--- src/rtl/sram_req_arbiter.sv ---
// Two-to-one SRAM-port arbiter (inst fetch vs load/store) with an in-order owner FIFO.
// Define ARB_ROUND_ROBIN_EN to alternate grants under contention instead of fixed data priority.
module sram_req_arbiter #(
  parameter int OUTSTANDING = 2
) (
  input  logic        clk,
  input  logic        reset,
  input  logic        inst_req,
  input  logic        inst_wr,
  input  logic [1:0]  inst_size,
  input  logic [3:0]  inst_wstrb,
  input  logic [31:0] inst_addr,
  input  logic [31:0] inst_wdata,
  output logic        inst_addr_ok,
  output logic        inst_data_ok,
  output logic [31:0] inst_rdata,
  input  logic        data_req,
  input  logic        data_wr,
  input  logic [1:0]  data_size,
  input  logic [3:0]  data_wstrb,
  input  logic [31:0] data_addr,
  input  logic [31:0] data_wdata,
  output logic        data_addr_ok,
  output logic        data_data_ok,
  output logic [31:0] data_rdata,
  output logic        mem_req,
  output logic        mem_wr,
  output logic [1:0]  mem_size,
  output logic [3:0]  mem_wstrb,
  output logic [31:0] mem_addr,
  output logic [31:0] mem_wdata,
  input  logic        mem_addr_ok,
  input  logic        mem_data_ok,
  input  logic [31:0] mem_rdata
);

  localparam int PW = (OUTSTANDING > 1) ? $clog2(OUTSTANDING) : 1;
  localparam int CW = $clog2(OUTSTANDING + 1);

  logic                   lock_r;
  logic                   lock_id_r;
  logic [OUTSTANDING-1:0] owner_r;
  logic [PW-1:0]          rd_ptr_r;
  logic [PW-1:0]          wr_ptr_r;
  logic [CW-1:0]          count_r;

  logic grant_s;
  logic sel_req_s;
  logic full_s;
  logic push_s;
  logic pop_s;
  logic head_s;

`ifdef ARB_ROUND_ROBIN_EN
  logic last_id_r;
`endif

  function automatic logic [PW-1:0] ptr_next(input logic [PW-1:0] ptr);
    if (ptr == PW'(OUTSTANDING - 1)) begin
      return PW'(0);
    end else begin
      return ptr + PW'(1);
    end
  endfunction

  // Grant selection: a held address phase keeps its owner until accepted.
  always_comb begin
    grant_s = 1'b0;
    if (lock_r) begin
      grant_s = lock_id_r;
    end else begin
`ifdef ARB_ROUND_ROBIN_EN
      if (inst_req && data_req) begin
        grant_s = ~last_id_r;
      end else begin
        grant_s = data_req;
      end
`else
      grant_s = data_req;
`endif
    end
  end

  assign full_s    = (count_r == CW'(OUTSTANDING));
  assign sel_req_s = grant_s ? data_req : inst_req;
  assign push_s    = mem_req && mem_addr_ok;
  assign pop_s     = mem_data_ok && (count_r != CW'(0)) && !reset;
  assign head_s    = owner_r[rd_ptr_r];

  assign mem_req   = sel_req_s && !full_s && !reset;
  assign mem_wr    = grant_s ? data_wr    : inst_wr;
  assign mem_size  = grant_s ? data_size  : inst_size;
  assign mem_wstrb = grant_s ? data_wstrb : inst_wstrb;
  assign mem_addr  = grant_s ? data_addr  : inst_addr;
  assign mem_wdata = grant_s ? data_wdata : inst_wdata;

  assign inst_addr_ok = push_s && !grant_s;
  assign data_addr_ok = push_s && grant_s;
  assign inst_data_ok = pop_s && !head_s;
  assign data_data_ok = pop_s && head_s;
  assign inst_rdata   = mem_rdata;
  assign data_rdata   = mem_rdata;

  // Lock FSM: hold the grant while an issued request waits for mem_addr_ok.
  always_ff @(posedge clk or posedge reset) begin
    if (reset) begin
      lock_r    <= 1'b0;
      lock_id_r <= 1'b0;
    end else if (!lock_r) begin
      if (mem_req && !mem_addr_ok) begin
        lock_r    <= 1'b1;
        lock_id_r <= grant_s;
      end
    end else if (mem_addr_ok) begin
      lock_r <= 1'b0;
    end
  end

  // Owner FIFO: records who issued each accepted request so responses route back in order.
  always_ff @(posedge clk or posedge reset) begin
    if (reset) begin
      owner_r  <= '0;
      rd_ptr_r <= PW'(0);
      wr_ptr_r <= PW'(0);
      count_r  <= CW'(0);
    end else begin
      if (push_s) begin
        owner_r[wr_ptr_r] <= grant_s;
        wr_ptr_r          <= ptr_next(wr_ptr_r);
      end
      if (pop_s) begin
        rd_ptr_r <= ptr_next(rd_ptr_r);
      end
      case ({push_s, pop_s})
        2'b10:   count_r <= count_r + CW'(1);
        2'b01:   count_r <= count_r - CW'(1);
        default: count_r <= count_r;
      endcase
    end
  end

`ifdef ARB_ROUND_ROBIN_EN
  // Remember the last accepted side so contention alternates.
  always_ff @(posedge clk or posedge reset) begin
    if (reset) begin
      last_id_r <= 1'b1;
    end else if (push_s) begin
      last_id_r <= grant_s;
    end
  end
`endif

endmodule

--- config.mk ---
export PLATFORM = sky130hd
export DESIGN_NAME = sram_req_arbiter
export DESIGN_NICKNAME = d
export VERILOG_FILES = /design/src/rtl/sram_req_arbiter.sv
export SDC_FILE = /design/constraint.sdc
export NUM_CORES = 1
export LEC_CHECK = 0
export BUFFER_PORTS_ARGS = -buffer_cell sky130_fd_sc_hd__buf_2
export CORE_AREA = 5 5 120 122
export CTS_BUF_LIST = sky130_fd_sc_hd__clkbuf_2 sky130_fd_sc_hd__clkbuf_4 sky130_fd_sc_hd__clkbuf_8
export DETAILED_ROUTE_END_ITERATION = 12
export DIE_AREA = 0 0 125 127
export MAX_ROUTING_LAYER = met4
export PLACE_DENSITY_LB_ADDON = 0.12
export SETUP_SLACK_MARGIN = 0.3
export SLEW_MARGIN = 15
export SYNTH_ARGS = -nofsm -noshare
export SYNTH_HDL_FRONTEND = slang
export SYNTH_SLANG_ARGS = --single-unit
--- constraint.sdc ---
create_clock -name clk -period 3 [get_ports clk]
set_input_delay 0.3 -clock clk [delete_from_list [all_inputs] [get_ports clk]]
set_output_delay 0.3 -clock clk [all_outputs]
set_load 0.03 [all_outputs]
==> summary.txt <==
status = finished clean
syn avg cell area = 9.697 um^2
maximum root-to-sink buffer count = 2
core area = 0.01309 mm^2
layout cells sized above 1 = 0.8997
H-tree levels = 1
CP Launch Type = register
Worst-Margin Slew = 0.5386 ns
Die Span X = 125 um
FILL cells = 1495
combinational share of power = 0.770
CP max stage delay = 0.53 ns
CP top delay family = simple AND/OR/NAND/NOR gates
Via density = 3.550
syn_nets = 365
CP max FO = 6
via count = 1828
VDD IR max = 0.1600 mV
1st-pass router iterations = 4
Switching Fraction = 0.5161
Reg2Reg Depth = 6
I/O Pins = 320
CTS tree = built
Setup violations, final = 0
Psw = 761.0 uW
Synth area leader = mux2_2
Reg clk slew, reported paths = 0.04 ns
ant diodes = 0
Rel. slew slack = 0.6409
Slew Viols, Final = 0
Fmax = 395.0 MHz
post-synthesis sequential area ratio = 0.1122
static leakage = 0.001392 uW
FF-to-FF Start = lock_r
Port Buffers = 223
post-route ant nets = 0
Area contributors post-synth = mux2_2, buf_4, dfrtp_1
CTS Buf Count = 3
Synth Cell Area = 0.001784 mm^2
CTS sink count = 8
critical path's slowest cell = or4b_4
WL/cell = 14.66 um
Fin. Hold Viols = 0
post-layout total power = 1475 uW
pre-CTS WS = 0.6986 ns
critical path class = reg -> out
arrival time worst endpoint = 2.23 ns
die area = 0.01588 mm^2
Yosys Warn Count = 0
worst-path cell chain = and3b_1, or4b_4, or2_0, and2b_2, buf_2
Crit path buffers/inverters = 1
post-cts resize count = 0
Worst Hold Class = in -> async
CP endpoint kind = output pin
Clock Skew = 0.0006443 ns
pwr dens = 557.0 mW/mm^2
site row count = 42
initial antenna violation count = 0
Die Y = 127 um
FF-to-FF End = count_r[1]
Setup WS post-layout = 0.4680 ns
# hold bufs at CTS = 0
Starting Density = 0.1364
Reg power frac = 0.143
flop and latch count out of synthesis = 8
first-pass GRT wire length = 10.90 mm
gpl congestion = 0.7781
Design Area, Final = 0.002648 mm^2
WP data required = 2.70 ns
FF-to-FF setup slack = 0.71 ns
NumNets Final = 522
grt total ovfl = 0
DRC = 0
Cells after Synth = 184
Routed WL = 7.550 mm
1st-iter DRT viols = 21
setup TNS = 0 ns
Clock Latency Late Sink = 0.23 ns
count of different cell masters after synthesis = 25
Power Internal = 713.6 uW
crit path time final = 2.532 ns
pin count of the biggest net entering global routing = 44
max cap viols = 0
vias in the first global route = 1939
hpwl dp = 6.754 mm
area grow syn2layout = 48.39%
GRT Total Usage = 0.08647
Clk pwr share = 0.087
RSZ-0062 raised after global routing = false
root buffer cell = clkbuf_8
top-area cell type share of the netlist area = 0.4544
Area after DPL = 0.002606 mm^2
fin crit share = 0.8440
post-CTS setup buffers = 0
==> worst reg2reg max path: stages (launching register included) <==
cell,delay (ns)
dfrtp_1,0.44
and3b_1,0.23
or4b_4,0.53
or2_0,0.36
ha_1,0.36
nor2_1,0.13
xor2_1,0.17
==> state kept, by name, summed over array words and instances, names as in the netlist <==
name	flops
lock_id_r	1
owner_r	2
lock_r	1
rd_ptr_r	1
wr_ptr_r	1
count_r	2
==> through the flow <==
step                hold WS (ns)  instances  utilization
floorplan                 0.1238        184            -
global placement          0.3316        512       0.1992
detailed placement        0.3315        512       0.1992
CTS                      0.08627        515       0.2023
global route              0.1132        515       0.2023
finish                   0.07554        515       0.2023
==> per-layer routing <==
layer	GRT usage	routed length [um]
met1	0.08800	2577
met2	0.1569	3981
met3	0.02170	713
met4	0.03954	278
met5	-	0
==> power by group through the flow <==
| stage | Sequential (uW) | Clock [uW] | Combinational (uW) |
|---|---|---|---|
| final | 212 | 128 | 1130 |
| after floorplan | 199 | 0 | 997 |
| after detailed placement | 215 | 0 | 1150 |
| after CTS | 213 | 135 | 1160 |
| after global placement | 215 | 0 | 1160 |
| after global routing | 220 | 142 | 1210 |
==> cell usage in the layout (no fill, tap or decap), drive strengths merged, types with 2 or more instances in the layout <==
cell    synthesis  routed
xnor2           4       4
mux2           72      72
nor2            4       4
buf            71     225
dfrtp           8       8
mux2i           2       2
clkbuf          2       3
inv             3       3
o31ai           4       4
nor2b           2       2
==> synthesized netlist by cell type, drive strengths merged <==
| library cell | instances |
|---|---|
| a21oi | 1 |
| and2b | 1 |
| and3b | 1 |
| buf | 71 |
| clkbuf | 2 |
| dfrtp | 8 |
| ha | 1 |
| inv | 3 |
| mux2 | 72 |
| mux2i | 2 |
| nand2b | 1 |
| nor2 | 4 |
| nor2b | 2 |
| nor4 | 1 |
| nor4b | 1 |
| o211ai | 1 |
| o21ba | 1 |
| o31ai | 4 |
| or2 | 1 |
| or4b | 1 |
| xnor2 | 4 |
| xor2 | 1 |
==> logic make-up (layout without fill, tap and decap cells) <==
| family | count (synthesis) | count (layout) | synth area share |
|---|---|---|---|
| simple gates | 13 | 13 | 0.04839 |
| compound gates | 7 | 7 | 0.03226 |
| buf+inv | 76 | 231 | 0.3100 |
| flops | 8 | 8 | 0.1122 |
| xor+xnor | 5 | 5 | 0.02454 |
| fa+ha+maj | 1 | 1 | 0.007012 |
| mux | 74 | 74 | 0.4656 |
==> how the worst max path moves through the flow <==
stage,start,endpoint,cells past startpoint
6_report,lock_r,inst_addr_ok,5
5_1_grt,lock_r,inst_addr_ok,5
4_1_cts,lock_r,inst_addr_ok,5
3_5_place_dp,lock_r,inst_addr_ok,5
3_3_place_gp,lock_r,inst_addr_ok,5
2_1_floorplan,lock_r,data_addr_ok,5
==> layout make-up <==
type | instances | area (um^2) | share of cell area
inverter | 3 | 11.26 | 0.004253
clock buffer | 3 | 41.29 | 0.01560
sequential | 8 | 200.2 | 0.07561
multi-input combinational | 100 | 1044 | 0.3941
tap | 176 | 220.2 | 0.08318
timing repair buffer | 225 | 1131 | 0.4272
Note: power is estimated with default switching activity, not from simulation.
